[src/rtl/l1_mem_port_arbiter.sv]
`default_nettype none
// ============================================================================
//  Module      : l1_mem_port_arbiter
//  Description : Round-robin arbiter sharing one cache-line memory port among
//                N L1-side clients (0 = l1d, 1 = l1i, 2 = ptw). Latches
//                request pulses, keeps one request outstanding on the memory
//                port and routes each response back to its owner.
//                Optional MEM_ARB_STATS_EN adds per-client grant and
//                wait-cycle counters.
//  Revision    : 1.0 - initial release
// ============================================================================
module l1_mem_port_arbiter #(
    parameter int N_CLIENTS = 3,
    parameter int ADDR_W    = 32,
    parameter int DATA_W    = 128,
    parameter int TAG_W     = 2
) (
    input  logic                          clk,
    input  logic                          reset,
    input  logic                          hold_off,
    input  logic [N_CLIENTS-1:0]          cl_req_valid,
    input  logic [N_CLIENTS*ADDR_W-1:0]   cl_req_addr,
    input  logic [N_CLIENTS*DATA_W-1:0]   cl_req_store_data,
    input  logic [N_CLIENTS*TAG_W-1:0]    cl_req_tag,
    input  logic [N_CLIENTS*4-1:0]        cl_req_opcode,
    output logic [N_CLIENTS-1:0]          cl_rsp_valid,
    output logic [DATA_W-1:0]             cl_rsp_load_data,
    output logic                          mem_req_valid,
    output logic [ADDR_W-1:0]             mem_req_addr,
    output logic [DATA_W-1:0]             mem_req_store_data,
    output logic [TAG_W-1:0]              mem_req_tag,
    output logic [3:0]                    mem_req_opcode,
    input  logic                          mem_rsp_valid,
    input  logic [DATA_W-1:0]             mem_rsp_load_data,
    output logic                          arb_idle,
    output logic                          spurious_rsp
`ifdef MEM_ARB_STATS_EN
    ,
    output logic [N_CLIENTS*32-1:0]       arb_grant_count,
    output logic [N_CLIENTS*32-1:0]       arb_wait_cycles
`endif
);

    localparam int          c_idx_w   = (N_CLIENTS > 1) ? $clog2(N_CLIENTS) : 1;
    localparam logic [0:0]  c_st_idle = 1'b0;
    localparam logic [0:0]  c_st_busy = 1'b1;
    localparam logic [c_idx_w-1:0] c_last_init = c_idx_w'(N_CLIENTS - 1);

    logic [0:0]             r_state;
    logic [0:0]             w_state_next;
    logic [N_CLIENTS-1:0]   r_pend;
    logic [N_CLIENTS-1:0]   w_eligible;
    logic [N_CLIENTS-1:0]   w_owner_mask;
    logic [N_CLIENTS-1:0]   w_new_req;
    logic [N_CLIENTS-1:0]   w_grant_mask;
    logic [c_idx_w-1:0]     r_owner;
    logic [c_idx_w-1:0]     r_last_gnt;
    logic [c_idx_w-1:0]     w_grant_idx;
    logic                   w_grant_found;
    logic                   w_grant_fire;
    logic                   r_spurious;
    logic [ADDR_W-1:0]      w_sel_addr;
    logic [DATA_W-1:0]      w_sel_data;
    logic [TAG_W-1:0]       w_sel_tag;
    logic [3:0]             w_sel_opcode;
    logic [ADDR_W-1:0]      r_req_addr;
    logic [DATA_W-1:0]      r_req_data;
    logic [TAG_W-1:0]       r_req_tag;
    logic [3:0]             r_req_opcode;

    // State register
    always_ff @(posedge clk) begin
        if (reset) begin
            r_state <= c_st_idle;
        end else begin
            r_state <= w_state_next;
        end
    end

    // Next-state logic: IDLE -> BUSY on a grant, BUSY -> IDLE on a response
    always_comb begin
        w_state_next = r_state;
        case (r_state)
            c_st_idle: if (w_grant_fire)  w_state_next = c_st_busy;
            c_st_busy: if (mem_rsp_valid) w_state_next = c_st_idle;
            default:                      w_state_next = c_st_idle;
        endcase
    end

    // FSM outputs: port level, owner-routed response pulse, idle indication
    always_comb begin
        mem_req_valid = (r_state == c_st_busy);
        cl_rsp_valid  = (r_state == c_st_busy && mem_rsp_valid) ? w_owner_mask : '0;
        arb_idle      = (r_state == c_st_idle) && (r_pend == '0);
    end

    // Round-robin pick: first eligible index above last_gnt, then wrap to the bottom
    always_comb begin
        w_eligible    = r_pend | cl_req_valid;
        w_grant_found = 1'b0;
        w_grant_idx   = '0;
        for (int i = 0; i < N_CLIENTS; i++) begin
            if (!w_grant_found && w_eligible[i] && (c_idx_w'(i) > r_last_gnt)) begin
                w_grant_found = 1'b1;
                w_grant_idx   = c_idx_w'(i);
            end
        end
        for (int i = 0; i < N_CLIENTS; i++) begin
            if (!w_grant_found && w_eligible[i]) begin
                w_grant_found = 1'b1;
                w_grant_idx   = c_idx_w'(i);
            end
        end
        w_grant_fire = (r_state == c_st_idle) && !hold_off && w_grant_found;
        for (int i = 0; i < N_CLIENTS; i++) begin
            w_owner_mask[i] = (r_state == c_st_busy) && (r_owner == c_idx_w'(i));
            w_grant_mask[i] = w_grant_fire && (w_grant_idx == c_idx_w'(i));
        end
        // The current owner cannot queue a second request behind itself
        w_new_req = cl_req_valid & ~w_owner_mask;
    end

    // Select the winning client's request fields
    always_comb begin
        w_sel_addr   = '0;
        w_sel_data   = '0;
        w_sel_tag    = '0;
        w_sel_opcode = '0;
        for (int i = 0; i < N_CLIENTS; i++) begin
            if (w_grant_idx == c_idx_w'(i)) begin
                w_sel_addr   = cl_req_addr[i*ADDR_W +: ADDR_W];
                w_sel_data   = cl_req_store_data[i*DATA_W +: DATA_W];
                w_sel_tag    = cl_req_tag[i*TAG_W +: TAG_W];
                w_sel_opcode = cl_req_opcode[i*4 +: 4];
            end
        end
    end

    // Pending bits: set by pulses, cleared when granted
    always_ff @(posedge clk) begin
        if (reset) begin
            r_pend <= '0;
        end else begin
            r_pend <= (r_pend | w_new_req) & ~w_grant_mask;
        end
    end

    // Memory request registers, owner and round-robin pointer, loaded at grant
    always_ff @(posedge clk) begin
        if (reset) begin
            r_req_addr   <= '0;
            r_req_data   <= '0;
            r_req_tag    <= '0;
            r_req_opcode <= '0;
            r_owner      <= '0;
            r_last_gnt   <= c_last_init;
        end else if (w_grant_fire) begin
            r_req_addr   <= w_sel_addr;
            r_req_data   <= w_sel_data;
            r_req_tag    <= w_sel_tag;
            r_req_opcode <= w_sel_opcode;
            r_owner      <= w_grant_idx;
            r_last_gnt   <= w_grant_idx;
        end
    end

    // Sticky flag for responses arriving with nothing outstanding; those are dropped
    always_ff @(posedge clk) begin
        if (reset) begin
            r_spurious <= 1'b0;
        end else if (r_state == c_st_idle && mem_rsp_valid) begin
            r_spurious <= 1'b1;
        end
    end

    assign mem_req_addr       = r_req_addr;
    assign mem_req_store_data = r_req_data;
    assign mem_req_tag        = r_req_tag;
    assign mem_req_opcode     = r_req_opcode;
    assign cl_rsp_load_data   = mem_rsp_load_data;
    assign spurious_rsp       = r_spurious;

`ifdef MEM_ARB_STATS_EN
    for (genvar gi = 0; gi < N_CLIENTS; gi++) begin : g_stats
        logic [31:0] r_grant_cnt;
        logic [31:0] r_wait_cnt;

        // Per-client grant and pending-cycle counters, wrapping at 2^32
        always_ff @(posedge clk) begin
            if (reset) begin
                r_grant_cnt <= '0;
                r_wait_cnt  <= '0;
            end else begin
                if (w_grant_mask[gi]) r_grant_cnt <= r_grant_cnt + 32'd1;
                if (r_pend[gi])       r_wait_cnt  <= r_wait_cnt + 32'd1;
            end
        end

        assign arb_grant_count[gi*32 +: 32] = r_grant_cnt;
        assign arb_wait_cycles[gi*32 +: 32] = r_wait_cnt;
    end
`endif

endmodule
`default_nettype wire

[config.mk]
export PLATFORM = sky130hd
export DESIGN_NAME = l1_mem_port_arbiter
export DESIGN_NICKNAME = d
export VERILOG_FILES = /design/src/rtl/l1_mem_port_arbiter.sv
export SDC_FILE = /design/constraint.sdc
export NUM_CORES = 1
export LEC_CHECK = 0
export CORE_AREA = 2 2 362 364
export DETAILED_ROUTE_END_ITERATION = 7
export DIE_AREA = 0 0 364 366
export PLACE_DENSITY = 0.34
export SETUP_SLACK_MARGIN = 0.5
export SLEW_MARGIN = 20
export SYNTH_ARGS = -nofsm -noshare
export SYNTH_HDL_FRONTEND = slang
export SYNTH_SLANG_ARGS = --single-unit
[constraint.sdc]
create_clock -name clk -period 1.7 [get_ports clk]
set_input_delay 0.34 -clock clk [delete_from_list [all_inputs] [get_ports clk]]
set_output_delay 0.34 -clock clk [all_outputs]
set_load 0.02 [all_outputs]
==> out/qor.yml <==
drtAntennaViolNets: 0
path_clk_slew_ps: 90
r2r_cells: 7
drv_slew: 0
cts_made_buffers: 17
die_w_um: 364
grt_pass1_wl_um: 93000
viasPerCell: 3.16
drc: 0
die_area_um2: 133000
start_util_pct: 8.34
io_buffers: 676
grt_pass1_vias: 12100
nNetsFinal: 2348
drive_gt1_share_pct: 26.6
routed_wl_um: 70500
yosysSeqAreaShare_pct: 32.4
holdPathStages: 3
yosysTopAreaCell: "dfxtp_1"
synth_top_area_share_pct: 32.4
final_cell_mix: "clkdlybuf4s50_1 (631), inv_1 (167), nand3_1 (164)"
yosysWarnings: 0
maxCapViolCount: 0
endpoint_kind: "flip-flop"
period_needed_ps: 2040
ys_seq_elements: 174
hold_buffers: 0
max_freq_mhz: 491
boundaryPins: 933
hold_class: "in2reg"
syn_nets: 1735
syn_area_um2: 10800
insertion_delay_ps: 520
cts_tree: "yes"
grt_max_degree: 44
dp_hpwl_um: 57400
netlist_instances: 1102
clkSinkCount: 174
vias: 11000
rows: 132
core_um2: 129000
status: "finished with violations"
synthFlopType: "dfxtp_1"
violations: "negative setup slack"
critPathKind: "reg2reg"
die_h_um: 366
grt_usage_pct: 10.0
ys_async_sr_fraction_pct: 0
layout_commonest_cell: "clkdlybuf4s50_1"
synth_edf_count: 0
critPathLaunch: "r_pend[2]"
hold_viol: 0
synth_area_leaders: "dfxtp_1 (32%), o221ai_2 (17%), mux2i_1 (15%)"
r2r_start: "r_pend[2]"
gp_congestion: 0.822
setup_viol: 302
fin_skew_ps: 17.0
grt_setup_unrepaired: "yes"
post_drt_wl_per_cell_um: 20.3
ir_drop_mv: 0.778
start_kind: "flip-flop"
h-tree-depth: 4
finalCritPeriodShare_pct: 120
cp_max_fo: 15
synth_cell_types: 34
p_leak_nw: 7.06
power.total_mw: 15.8
tns_ps: -57360
utilization_pct: 16.6
overflow: 0
area_growth_pct: 98.5
powerDensity_nw_per_um2: 742
post_synth.cell_area_avg_um2: 9.76
cp.arrival_ps: 2440
cts-root-buf: "clkbuf_16"
dr.pass1.iters: 4
antenna_found_initial: 16
cts_buffer_depth: 2
drtIter0Drc: 406
r2r_end: "mem_req_store_data[125]"
worstMarginPinSlew_ps: 563
slew-limit-headroom_pct: 62.4
required_ps: 2100
reg2reg_slack_ps: -340
cp-endpoint: "mem_req_store_data[125]"
layout_setup_ws_ps: -336
## worst max-delay path: stages (launching register included)
cell      delay, ps
dfxtp_2         330
o21ba_4         220
o32ai_4         340
buf_12          220
buf_12          190
mux2i_4         300
buf_6           140
o221ai_2         70
## per-stage QoR
| step | instances | area, um^2 | worst slack [ps] | hold WS, ps |
|---|---|---|---|---|
| 3_3_place_gp | 3419 | 19500 | -1080 | 501 |
| 2_1_floorplan | 1102 | 10900 | 15.7 | 480 |
| 4_1_cts | 3456 | 20500 | -367 | 336 |
| 6_report | 3474 | 21400 | -336 | 231 |
| 3_5_place_dp | 3419 | 19500 | -1130 | 504 |
| 5_1_grt | 3472 | 21400 | -414 | 190 |
## layer usage
layer | track usage, % | part of all wire, % | vias to the layer above
met5 | 0 | 0.18 | -
met4 | 3.29 | 2.6 | 20
met3 | 4.16 | 8.9 | 128
met2 | 17.4 | 49 | 492
met1 | 11.0 | 39 | 5233
li1 | - | - | 5089
## logic make-up after synthesis
kind of cell	after synthesis	synth area share (%)
AOI/OAI and AO/OA	184	21.9
buffers and inverters	388	21.3
DFF	174	32.4
muxes	165	15.3
and+or+nand+nor	191	9.12
## flip-flops by register name, indices dropped and copies added (netlist names)
signal	flops
mem_req_addr	32
r_owner	2
mem_req_tag	2
r_last_gnt	1
mem_req_valid	1
r_pend	3
spurious_rsp	1
mem_req_opcode	4
mem_req_store_data	128
## Yosys cell counts, drive strengths merged (6+ instances only)
cell type  number
dfxtp         174
mux2i         165
o221ai        165
clkbuf          9
nand3         165
nor2            8
buf           212
inv           167
a21oi           6
## final cells by class
| type | instances | area [um^2] |
|---|---|---|
| inverters | 167 | 627 |
| repair buffers | 815 | 8620 |
| flip-flops and latches | 174 | 3530 |
| diodes | 4 | 10.0 |
| fillers | 14400 | 108000 |
| well taps | 1742 | 2180 |
| clock inverters | 15 | 174 |
| clock buffers | 17 | 425 |
| multi-input cells | 540 | 5790 |
## timing repair
item                                   4_1_cts  5_1_grt
resized for setup                          267      132
pin swaps                                    1       33
cloned                                       0        8
setup endpoints to repair                  345      345
endpoints found under the hold margin        0        0
buffers inserted                             5        6
## report_power, final
group / internal [mW] / leakage (nW) / switching, mW / total [mW]
Combinational: 3.60 / 5.33 / 3.05 / 6.65
Clock: 2.10 / 0.292 / 2.26 / 4.35
Sequential: 4.53 / 1.44 / 0.312 / 4.84
## how the worst min path moves through the flow
stage                       startpoint  slack (ps)                      end
2_1_floorplan   cl_req_store_data[270]         480   mem_req_store_data[14]
3_3_place_gp          mem_req_addr[26]         500         mem_req_addr[26]
3_5_place_dp   mem_req_store_data[113]         500  mem_req_store_data[113]
4_1_cts                cl_req_addr[92]         340         mem_req_addr[28]
5_1_grt                cl_req_valid[1]         190                r_pend[1]
6_report               cl_req_valid[1]         230                r_pend[1]
Power figures use the tool's default switching activity.
